==> src/rtl/adc_start_pulse_gen.sv <==
// Per-channel start_conv edge detector producing counter-timed ena_out pulses with hold-off and overrun flagging.
// Optional input synchronizer is compiled in with `define ADC_START_SYNC_EN.
module adc_start_pulse_gen #(
  parameter int NCH         = 1,
  parameter int CNT_W       = 8,
  parameter int SYNC_STAGES = 2
) (
  input  logic             clk,
  input  logic             rst,
  input  logic [NCH-1:0]   start_conv,
  input  logic [CNT_W-1:0] pulse_len,
  input  logic [CNT_W-1:0] holdoff_len,
  input  logic             clr_overrun,
  output logic [NCH-1:0]   ena_out,
  output logic [NCH-1:0]   busy,
  output logic [NCH-1:0]   overrun
);

  typedef enum logic [1:0] {
    IDLE    = 2'd0,
    PULSE   = 2'd1,
    HOLDOFF = 2'd2
  } state_t;

  localparam logic [CNT_W-1:0] CNT_ONE = CNT_W'(1);

  state_t           state [NCH];
  logic [CNT_W-1:0] cnt   [NCH];
  logic [NCH-1:0]   s_p0;
  logic [NCH-1:0]   prev_p0;
  logic [NCH-1:0]   rise_p1;

  // A zero pulse length still yields a one-cycle pulse.
  function automatic logic [CNT_W-1:0] pulse_load(input logic [CNT_W-1:0] len);
    return (len == '0) ? '0 : len - CNT_ONE;
  endfunction

  function automatic logic [CNT_W-1:0] holdoff_load(input logic [CNT_W-1:0] len);
    return len - CNT_ONE;
  endfunction

  if (SYNC_STAGES < 2) begin : g_sync_stages_check
    $error("adc_start_pulse_gen: SYNC_STAGES must be at least 2");
  end

`ifdef ADC_START_SYNC_EN
  logic [SYNC_STAGES-1:0] sync_q [NCH];

  always_ff @(posedge clk) begin
    for (int i = 0; i < NCH; i++) begin
      if (rst) sync_q[i] <= '0;
      else     sync_q[i] <= {sync_q[i][SYNC_STAGES-2:0], start_conv[i]};
    end
  end

  always_comb begin
    s_p0 = '0;
    for (int i = 0; i < NCH; i++) s_p0[i] = sync_q[i][SYNC_STAGES-1];
  end
`else
  assign s_p0 = start_conv;
`endif

  // Stage p0 -> p1: edge detect, registered so the FSM sees a clean one-cycle rise.
  always_ff @(posedge clk) begin
    if (rst) begin
      prev_p0 <= '0;
      rise_p1 <= '0;
    end else begin
      prev_p0 <= s_p0;
      rise_p1 <= s_p0 & ~prev_p0;
    end
  end

  // Stage p1 -> outputs: per-channel FSM with registered ena_out/busy/overrun.
  always_ff @(posedge clk) begin
    for (int i = 0; i < NCH; i++) begin
      if (rst) begin
        state[i]   <= IDLE;
        cnt[i]     <= '0;
        ena_out[i] <= 1'b0;
        busy[i]    <= 1'b0;
        overrun[i] <= 1'b0;
      end else begin
        overrun[i] <= (overrun[i] & ~clr_overrun) | (rise_p1[i] & (state[i] != IDLE));
        case (state[i])
          IDLE: begin
            if (rise_p1[i]) begin
              state[i]   <= PULSE;
              cnt[i]     <= pulse_load(pulse_len);
              ena_out[i] <= 1'b1;
              busy[i]    <= 1'b1;
            end
          end
          PULSE: begin
            if (cnt[i] != '0) begin
              cnt[i] <= cnt[i] - CNT_ONE;
            end else if (holdoff_len != '0) begin
              state[i]   <= HOLDOFF;
              cnt[i]     <= holdoff_load(holdoff_len);
              ena_out[i] <= 1'b0;
            end else begin
              state[i]   <= IDLE;
              ena_out[i] <= 1'b0;
              busy[i]    <= 1'b0;
            end
          end
          HOLDOFF: begin
            if (cnt[i] != '0) begin
              cnt[i] <= cnt[i] - CNT_ONE;
            end else begin
              state[i] <= IDLE;
              busy[i]  <= 1'b0;
            end
          end
          default: begin
            state[i]   <= IDLE;
            cnt[i]     <= '0;
            ena_out[i] <= 1'b0;
            busy[i]    <= 1'b0;
          end
        endcase
      end
    end
  end

endmodule

==> config.mk <==
export PLATFORM = sky130hd
export DESIGN_NAME = adc_start_pulse_gen
export DESIGN_NICKNAME = d
export VERILOG_FILES = /design/src/rtl/adc_start_pulse_gen.sv
export SDC_FILE = /design/constraint.sdc
export NUM_CORES = 1
export LEC_CHECK = 0
export ABC_CLOCK_PERIOD_IN_PS = 2400
export CAP_MARGIN = 25
export CORE_MARGIN = 2
export CORE_UTILIZATION = 53
export CTS_BUF_LIST = sky130_fd_sc_hd__clkbuf_16
export CTS_CLUSTER_DIAMETER = 30
export DETAILED_ROUTE_END_ITERATION = 8
export PLACE_DENSITY = 0.8
export SYNTH_ARGS = -nofsm -noshare
export SYNTH_HDL_FRONTEND = slang
export SYNTH_SLANG_ARGS = --single-unit
==> constraint.sdc <==
create_clock -name clk -period 2.4 [get_ports clk]
set_input_delay 0.48 -clock clk [delete_from_list [all_inputs] [get_ports clk]]
set_output_delay 0.48 -clock clk [all_outputs]
set_load 0.05 [all_outputs]
# == Word level (Yosys, flattened, before mapping) ==
# Memory sizes are Yosys's and may differ from the RTL's.
# Index checks and enable logic that the tools add are counted.
# totals
register_bits,5
latchBits,0
ramBits,10
rom_bits,0
inputBits,20
out_inout_bits,3
elab_cells,98
n_memories,2
# op_classes
add_sub_neg,3
n_mul,0
n_div,0
magnitude_cmp,0
n_eq_ne,6
n_shift,0
n_mux,57
bitwise,7
n_reduce_logical,18
# mem_list
name,words,width,rd,rd_ports_with_merged_regs,write_ports,line,source
cnt,1,8,1,0,1,28,logic [CNT_W-1:0] cnt [NCH];
state,1,2,1,0,1,27,state_t state [NCH];
# ops
op,n
$mux W8,6
$mux W1,44
$reduce_or A8 Y1,5
$sub A8 B1 Y8 const B,3
$reduce_bool A8 Y1,2
$mux W2,5
$reduce_or A2 Y1,5
$logic_not A8 Y1,1
$ne A2 B2 Y1 const B,4
$pmux W1 S3,2
$reduce_and A4 Y1,1
$and A1 B1 Y1,3
$not A1 Y1,3
$reduce_and A3 Y1,1
$reduce_or A3 Y1,1
$eq A2 B1 Y1 const B,1
$eq A2 B2 Y1 const B,1
$logic_not A2 Y1,1
$reduce_bool A2 Y1,1
$or A1 B1 Y1,1

# == Longest topological paths before layout ==
# Gate-level depths: netlist of the first run.
# logic_depth
ltp_word,11
ltp_mapped,7
mapped_depth_nobuf,7

# == Worst setup path after synthesis of the first run ==
# OpenSTA, ideal clock, no wires.
# synth_path
kind,reg2reg
from,mem cnt[0][0]
to,"mem cnt[0][0], enable pin"
setup_time_ps,282
arrival_time_ps,1870
required_time_ps,2118
setup_slack_ps,248
stages_incl_launch_ff,7
path_buffers,0
period_less_slack_ps,2152
cell_sequence,edfxtp_1 > inv_1 > ha_1 > or3b_2 > nor2_2 > a311oi_1 > a211o_1
# synth_via
elab_chain_cells,11
word_cells_on_any_way,20
classes_between,15 x mux; 4 x reduce/logical; 1 x memory
# synth_lines
item,line,source
from (decl),28,
$mem_v2 Z1 W8 (*),--,
$reduce_bool A8 Y1 (*),109,if (cnt[i] != '0) begin
$mux W1,109,
$mux W1,86,case (state[i])
$mux W1,78,if (rst) begin
$mux W1 (implied by the code),97,cnt[i] <= cnt[i] - CNT_ONE;
$reduce_or A8 Y1 (no line),--,
$mux W1 (no line) (2 in a row),--,
$mux W1 (no line) (*) (2 in a row),--,
# Mark *: on every way between the ends. The rest lies on a longest branch, timed or not.

# == Worst setup path after layout of the first run ==
# layout_path
from,in holdoff_len[5]
to,mem cnt[0][3] (data pin)
# layout_via
elab_chain_cells,10
# layout_lines
item,line,source
from (decl),12,"input logic [CNT_W-1:0] holdoff_len,"
$reduce_bool A8 Y1,98,end else if (holdoff_len != '0) begin
$mux W1,98,
$mux W1,96,if (cnt[i] != '0) begin
$mux W1,86,
$mux W1,78,
$mux W1 (implied by the code),100,cnt[i] <= holdoff_load(holdoff_len);
$reduce_or A8 Y1 (no line),--,
$mux W8 (no line) (3 in a row),--,
# No other way between the ends.

==> flow_metrics.tcl, run 1 <==
set metrics [dict create \
    status "finished, final reports clean" \
    wire_per_inst_microns 16.57 \
    via_count 1457 \
    crit_type "primary input to flip-flop" \
    clock-sinks 15 \
    io_buffers 22 \
    seq_area_frac_synth 0.2996 \
    synthTopCellsByCount "inv_1 (12), edfxtp_1 (10), nand2_1 (9), o21ai_0 (9)" \
    whs_path_depth 1 \
    syn_nets 177 \
    hpwl_microns 3098 \
    cts_hold_buf 0 \
    fmax_mhz 428.9 \
    layout.cells.non_filler 237 \
    cts_buffer_depth 2 \
    hp-class "flip-flop to flip-flop" \
    slew_headroom 0.6596 \
    synth_cell_type_count 53 \
    synth_edf_count 10 \
    max_cap_viol_count 0 \
    grt_max_degree 13 \
    first_pass_iters 4 \
    multi_input_area_sq_um 898.4 \
    endpoint_kind "flip-flop" \
    hold_violations 0 \
    fp.dieW_microns 54.21 \
    die_area_sq_mm 0.002939 \
    r2r_cells 6 \
    yosysMostFrequentCell "inv_1" \
    first_global_vias 1364 \
    drtIter0Drc 53 \
    synth_top_area_frac 0.2247 \
    die_h_microns 54.21 \
    synth_warnings 0 \
    ys_ff_latch 15 \
    async_flop_share 0 \
    fillers 169 \
    grt_pass1_wl_microns 5934 \
    io_pins 23 \
    critPathRequiredTime_ps 2380 \
    start_kind "primary input" \
    arrival_ps 2310 \
    tightest_slew_ps 509.0 \
    setup_tns_ps 0 \
    ff2ff_setup_slack_ps 110 \
    path_clk_slew_ps 50 \
    rows 18 \
    worstReg2RegEnd "cnt[0][1]" \
    hold_path.startpoint "prev_p0" \
    htree_levels 1 \
    finalWirelength_microns 3927 \
    avgSynthCellArea_sq_um 8.791 \
    fin_nets 233 \
    min_period_ps 2332 \
    setup_viol 0 \
    drc_errors 0 \
    drive_gt1_frac 0.2464 \
    antenna_found_initial 0 \
    min_to "rise_p1" \
    drt.antenna.violating_nets 0 \
    gp_congestion 0.8608 \
    synthFlopType "edfxtp_1" \
    clk_latency_ps 240 \
    cp_max_fo 4 \
    syn_to_final_growth_pct 44.01 \
    antennaDiodeCount 0 \
    synth_area_leaders "edfxtp_1 (22%), dfxtp_1 (7.5%), ha_1 (4.7%), xor2_1 (4.6%), o21ai_0 (3.4%)" \
    period_share 0.9716 \
    dpl.cell_count 233 \
    ir_drop_uv 676.4 \
    grt_overflow 0 \
    grt_use_total 0.2865 \
    maxSlewViolCount 0 \
    cts_root_buf "clkbuf_16" \
    cts_buffers 3 \
    synth_area_sq_mm 0.001336 \
    synthCells 152 \
    utilization 0.7912 \
    power_leakage_nw 0.7668 \
    power.density_mw_per_mm2 810.1 \
    seq_area_sq_um 400.4 \
    design_area_sq_mm 0.001924 \
    dpl_cell_area_sq_mm 0.001822 \
    vias_per_cell 6.148 \
    core_area_sq_mm 0.002432 \
    skew_ps 6.837 \
    yosys.area.top_type "edfxtp_1" \
    reg2reg_from "cnt[0][0]" \
    start_util 0.5494 \
    cts_tree "done" \
]
[worst max-delay path by stage]
stage	slack, ps	endpoint	cells after the start	startpoint
6_report	70	cnt[0][3]	6	holdoff_len[5]
5_1_grt	-5	cnt[0][4]	7	pulse_len[1]
4_1_cts	50	cnt[0][5]	5	holdoff_len[4]
3_5_place_dp	-330	cnt[0][5]	5	holdoff_len[4]
3_3_place_gp	-240	cnt[0][5]	5	holdoff_len[5]
2_1_floorplan	250	cnt[0][0]	6	cnt[0][0]
[cells by family (layout without fill, tap and decap cells)]
logic type,Yosys count,after routing,synth area share
AND/OR/NAND/NOR,61,61,0.2865
adder cells (fa/ha/maj),5,5,0.04682
XOR/XNOR,9,9,0.05899
buffers and inverters,16,71,0.04587
flip-flops,15,15,0.2996
AO/OA/AOI/OAI,46,46,0.2622
[final cells by class]
type | count | area share
Clock buffer | 3 | 0.03901
Clock inverter | 1 | 0.001951
Inverter | 13 | 0.02536
Multi-Input combinational cell | 121 | 0.4668
Sequential cell | 15 | 0.2081
Tap cell | 30 | 0.01951
Timing Repair Buffer | 54 | 0.2393
[per-stage QoR]
| step | power (mW) | setup slack, ps | hold slack, ps |
|---|---|---|---|
| finish | 1.559 | 68.19 | 384.6 |
| detailed placement | 1.227 | -327.1 | 391.5 |
| global placement | 1.200 | -243.3 | 372.6 |
| floorplan | 0.9323 | 247.6 | 367.4 |
| global route | 1.641 | -5.077 | 388.5 |
| CTS | 1.543 | 45.13 | 387.7 |
[sequential cells by signal (all words and copies together), names as in the netlist]
| name | cells |
|---|---|
| busy | 1 |
| cnt | 8 |
| ena_out | 1 |
| overrun | 1 |
| prev_p0 | 1 |
| rise_p1 | 1 |
| state | 2 |
[timing repair]
action	CTS	global route
resized for setup	1	3
cloned	0	0
buffers inserted	0	0
endpoints found under the setup margin	8	9
[layer usage]
layer	routed length (microns)	global-route usage	up-vias
met5	0	0	-
met4	113	0.1042	0
met3	181	0.05464	14
met2	2027	0.5040	46
met1	1605	0.3448	692
li1	-	-	705
[placed cells by master, fill, tap and decap left out, drive strengths merged, types with 6 or more instances in the layout]
cell / count
edfxtp: 10
xor2: 7
nor4: 6
nor2: 8
nor3: 6
a21boi: 6
o21ai: 9
inv: 14
buf: 32
nand2: 9
clkdlybuf4s50: 22
[power by group]
part | total (mW) | internal [mW] | switching, mW
sequential | 0.488 | 0.383 | 0.105
clock | 0.311 | 0.220 | 0.0910
combinational | 0.760 | 0.355 | 0.405
[worst max-delay path, cell delays in order]
cell	delay (ps)
clkdlybuf4s50_1	430
or4_4	590
o41ai_4	250
or2_2	190
inv_2	60
a221o_1	310
No activity file was read; power rests on OpenSTA's default activity.
==> inputs of run 2 (changes only) <==
- CORE_MARGIN: 2 -> 3
==> flow_metrics.tcl, run 2 (same netlist as run 1, synthesis figures left out) <==
set metrics [dict create \
    reg_top3 "cnt x8, state x2" \
    setup_viol 0 \
    drive_gt1_frac 0.2607 \
    gp_congestion 0.9106 \
    critPathRequiredTime_ps 2380 \
    hold-worst-slack_ps 388.5 \
    cts_buffer_depth 2 \
    hp-class "flip-flop to flip-flop" \
    cp_max_fo 8 \
    tightest_slew_ps 505.6 \
    largest_reg_flops 8 \
    wire_per_inst_microns 17.36 \
    vias_per_cell 6.230 \
    endpoint_kind "flip-flop" \
    antenna_found_initial 0 \
    syn_to_final_growth_pct 45.32 \
    maxSlewViolCount 0 \
    hold_path.startpoint "prev_p0" \
    hold_violations 0 \
    htree_levels 1 \
    power_leakage_nw 0.7824 \
    via_count 1489 \
    ir_drop_uv 853.8 \
    skew_ps 2.289 \
    cts_tree "done" \
    die_area_sq_mm 0.003160 \
    start_util 0.5817 \
    crit_chain "clkdlybuf4s50_1 -> or4_4 -> nor4_2 -> a311oi_1 -> a211o_2" \
    cpLargestDelayFamily "simple AND/OR/NAND/NOR gates" \
    finalWirelength_microns 4148 \
    power.density_mw_per_mm2 829.5 \
    slew_headroom 0.6619 \
    antennaDiodeCount 0 \
    crit_type "primary input to flip-flop" \
    max_cap_viol_count 0 \
    regMostFlops "cnt" \
    core_area_sq_mm 0.002297 \
    rows 17 \
    drtIter0Drc 78 \
    clock-sinks 15 \
    final_cell_mix "buf_4 (36), clkdlybuf4s50_1 (22), inv_1 (12)" \
    first_pass_iters 4 \
    io_pins 23 \
    setup_tns_ps 0 \
    fillers 144 \
    io_buffers 22 \
    cts_setup_buffers 0 \
    min_period_ps 2334 \
    first_global_vias 1575 \
    fin_nets 237 \
    multi_input_area_sq_um 887.1 \
    status "finished, final reports clean" \
    clk_latency_ps 250 \
    layout_commonest_cell "buf_4" \
    grt_pass1_wl_microns 7058 \
    period_share 0.9723 \
    crit_buf_inv 1 \
    worst_path_max_delay_cell "or4_4" \
    reg2reg_from "cnt[0][0]" \
    die_h_microns 56.21 \
    path_clk_slew_ps 50 \
    cts_buffers 3 \
    critPathMaxStageDelay_ps 580 \
    fmax_mhz 428.5 \
    cts_root_buf "clkbuf_16" \
    grt_use_total 0.2766 \
    drc_errors 0 \
    drt.antenna.violating_nets 0 \
    hpwl_microns 3342 \
    arrival_ps 2310 \
    startpoint "holdoff_len[5]" \
    grt_max_degree 13 \
    seq_area_sq_um 400.4 \
    fp.dieW_microns 56.21 \
    start_kind "primary input" \
    rsz0062_at_grt "no" \
    grt_overflow 0 \
]
## run 2: per-layer routing
metal,global-route usage,up-vias,part of all wire
met3,0.04176,13,0.031
met2,0.4975,45,0.53
met4,0.09492,0,0.025
met5,0,-,0
met1,0.3300,720,0.42
li1,-,711,-
## run 2: cell type report
class                           count  share of cell area
Timing Repair Buffer               58              0.2526
Tap cell                           28             0.01804
Clock buffer                        3             0.03866
Clock inverter                      1            0.002577
Multi-Input combinational cell    121              0.4568
Sequential cell                    15              0.2062
Inverter                           13             0.02513
## run 2: path summary, 6_finish.rpt
check | endpoint | slack, ps | depth (start not counted)
max | cnt[0][4] | 70 | 5
max reg2reg | cnt[0][4] | 210 | 6
min reg2reg | rise_p1 | 390 | 1
min | rise_p1 | 390 | 1
## run 2: worst reg2reg max path, delay by kind of cell, from the launching register on
kind,cells,cell delay (ps)
AND/OR/NAND/NOR,2,690
AO/OA/AOI/OAI,2,550
flip-flops,1,400
buffers and inverters,1,110
adder cells (fa/ha/maj),1,170
## run 2: metrics by stage
step	std cells	instance area [sq um]	setup slack (ps)	util	total power, mW
finish	239	1942	66.45	0.8453	1.611
global placement	235	1849	-193.8	0.8050	1.215
detailed placement	235	1849	-284.2	0.8050	1.252
CTS	239	1936	40.59	0.8426	1.587
floorplan	152	1336	247.6	-	0.9323
global route	239	1942	25.14	0.8453	1.709
## run 2: report_power, final
| part | total [mW] | switching, mW | internal, mW |
|---|---|---|---|
| Combinational | 0.810 | 0.438 | 0.372 |
| Clock | 0.324 | 0.101 | 0.222 |
| Sequential | 0.478 | 0.0947 | 0.383 |
## run 2: repair_timing
action,CTS,global route
endpoints found under the setup margin,8,9
cloned,0,0
resized for setup,1,3
hold buffers,0,0
==> inputs of run 3 (changes only) <==
- SLEW_MARGIN: default -> 15
==> results of run 3 <==
No change in the layout: final DEF, timing and power equal those of run 2.
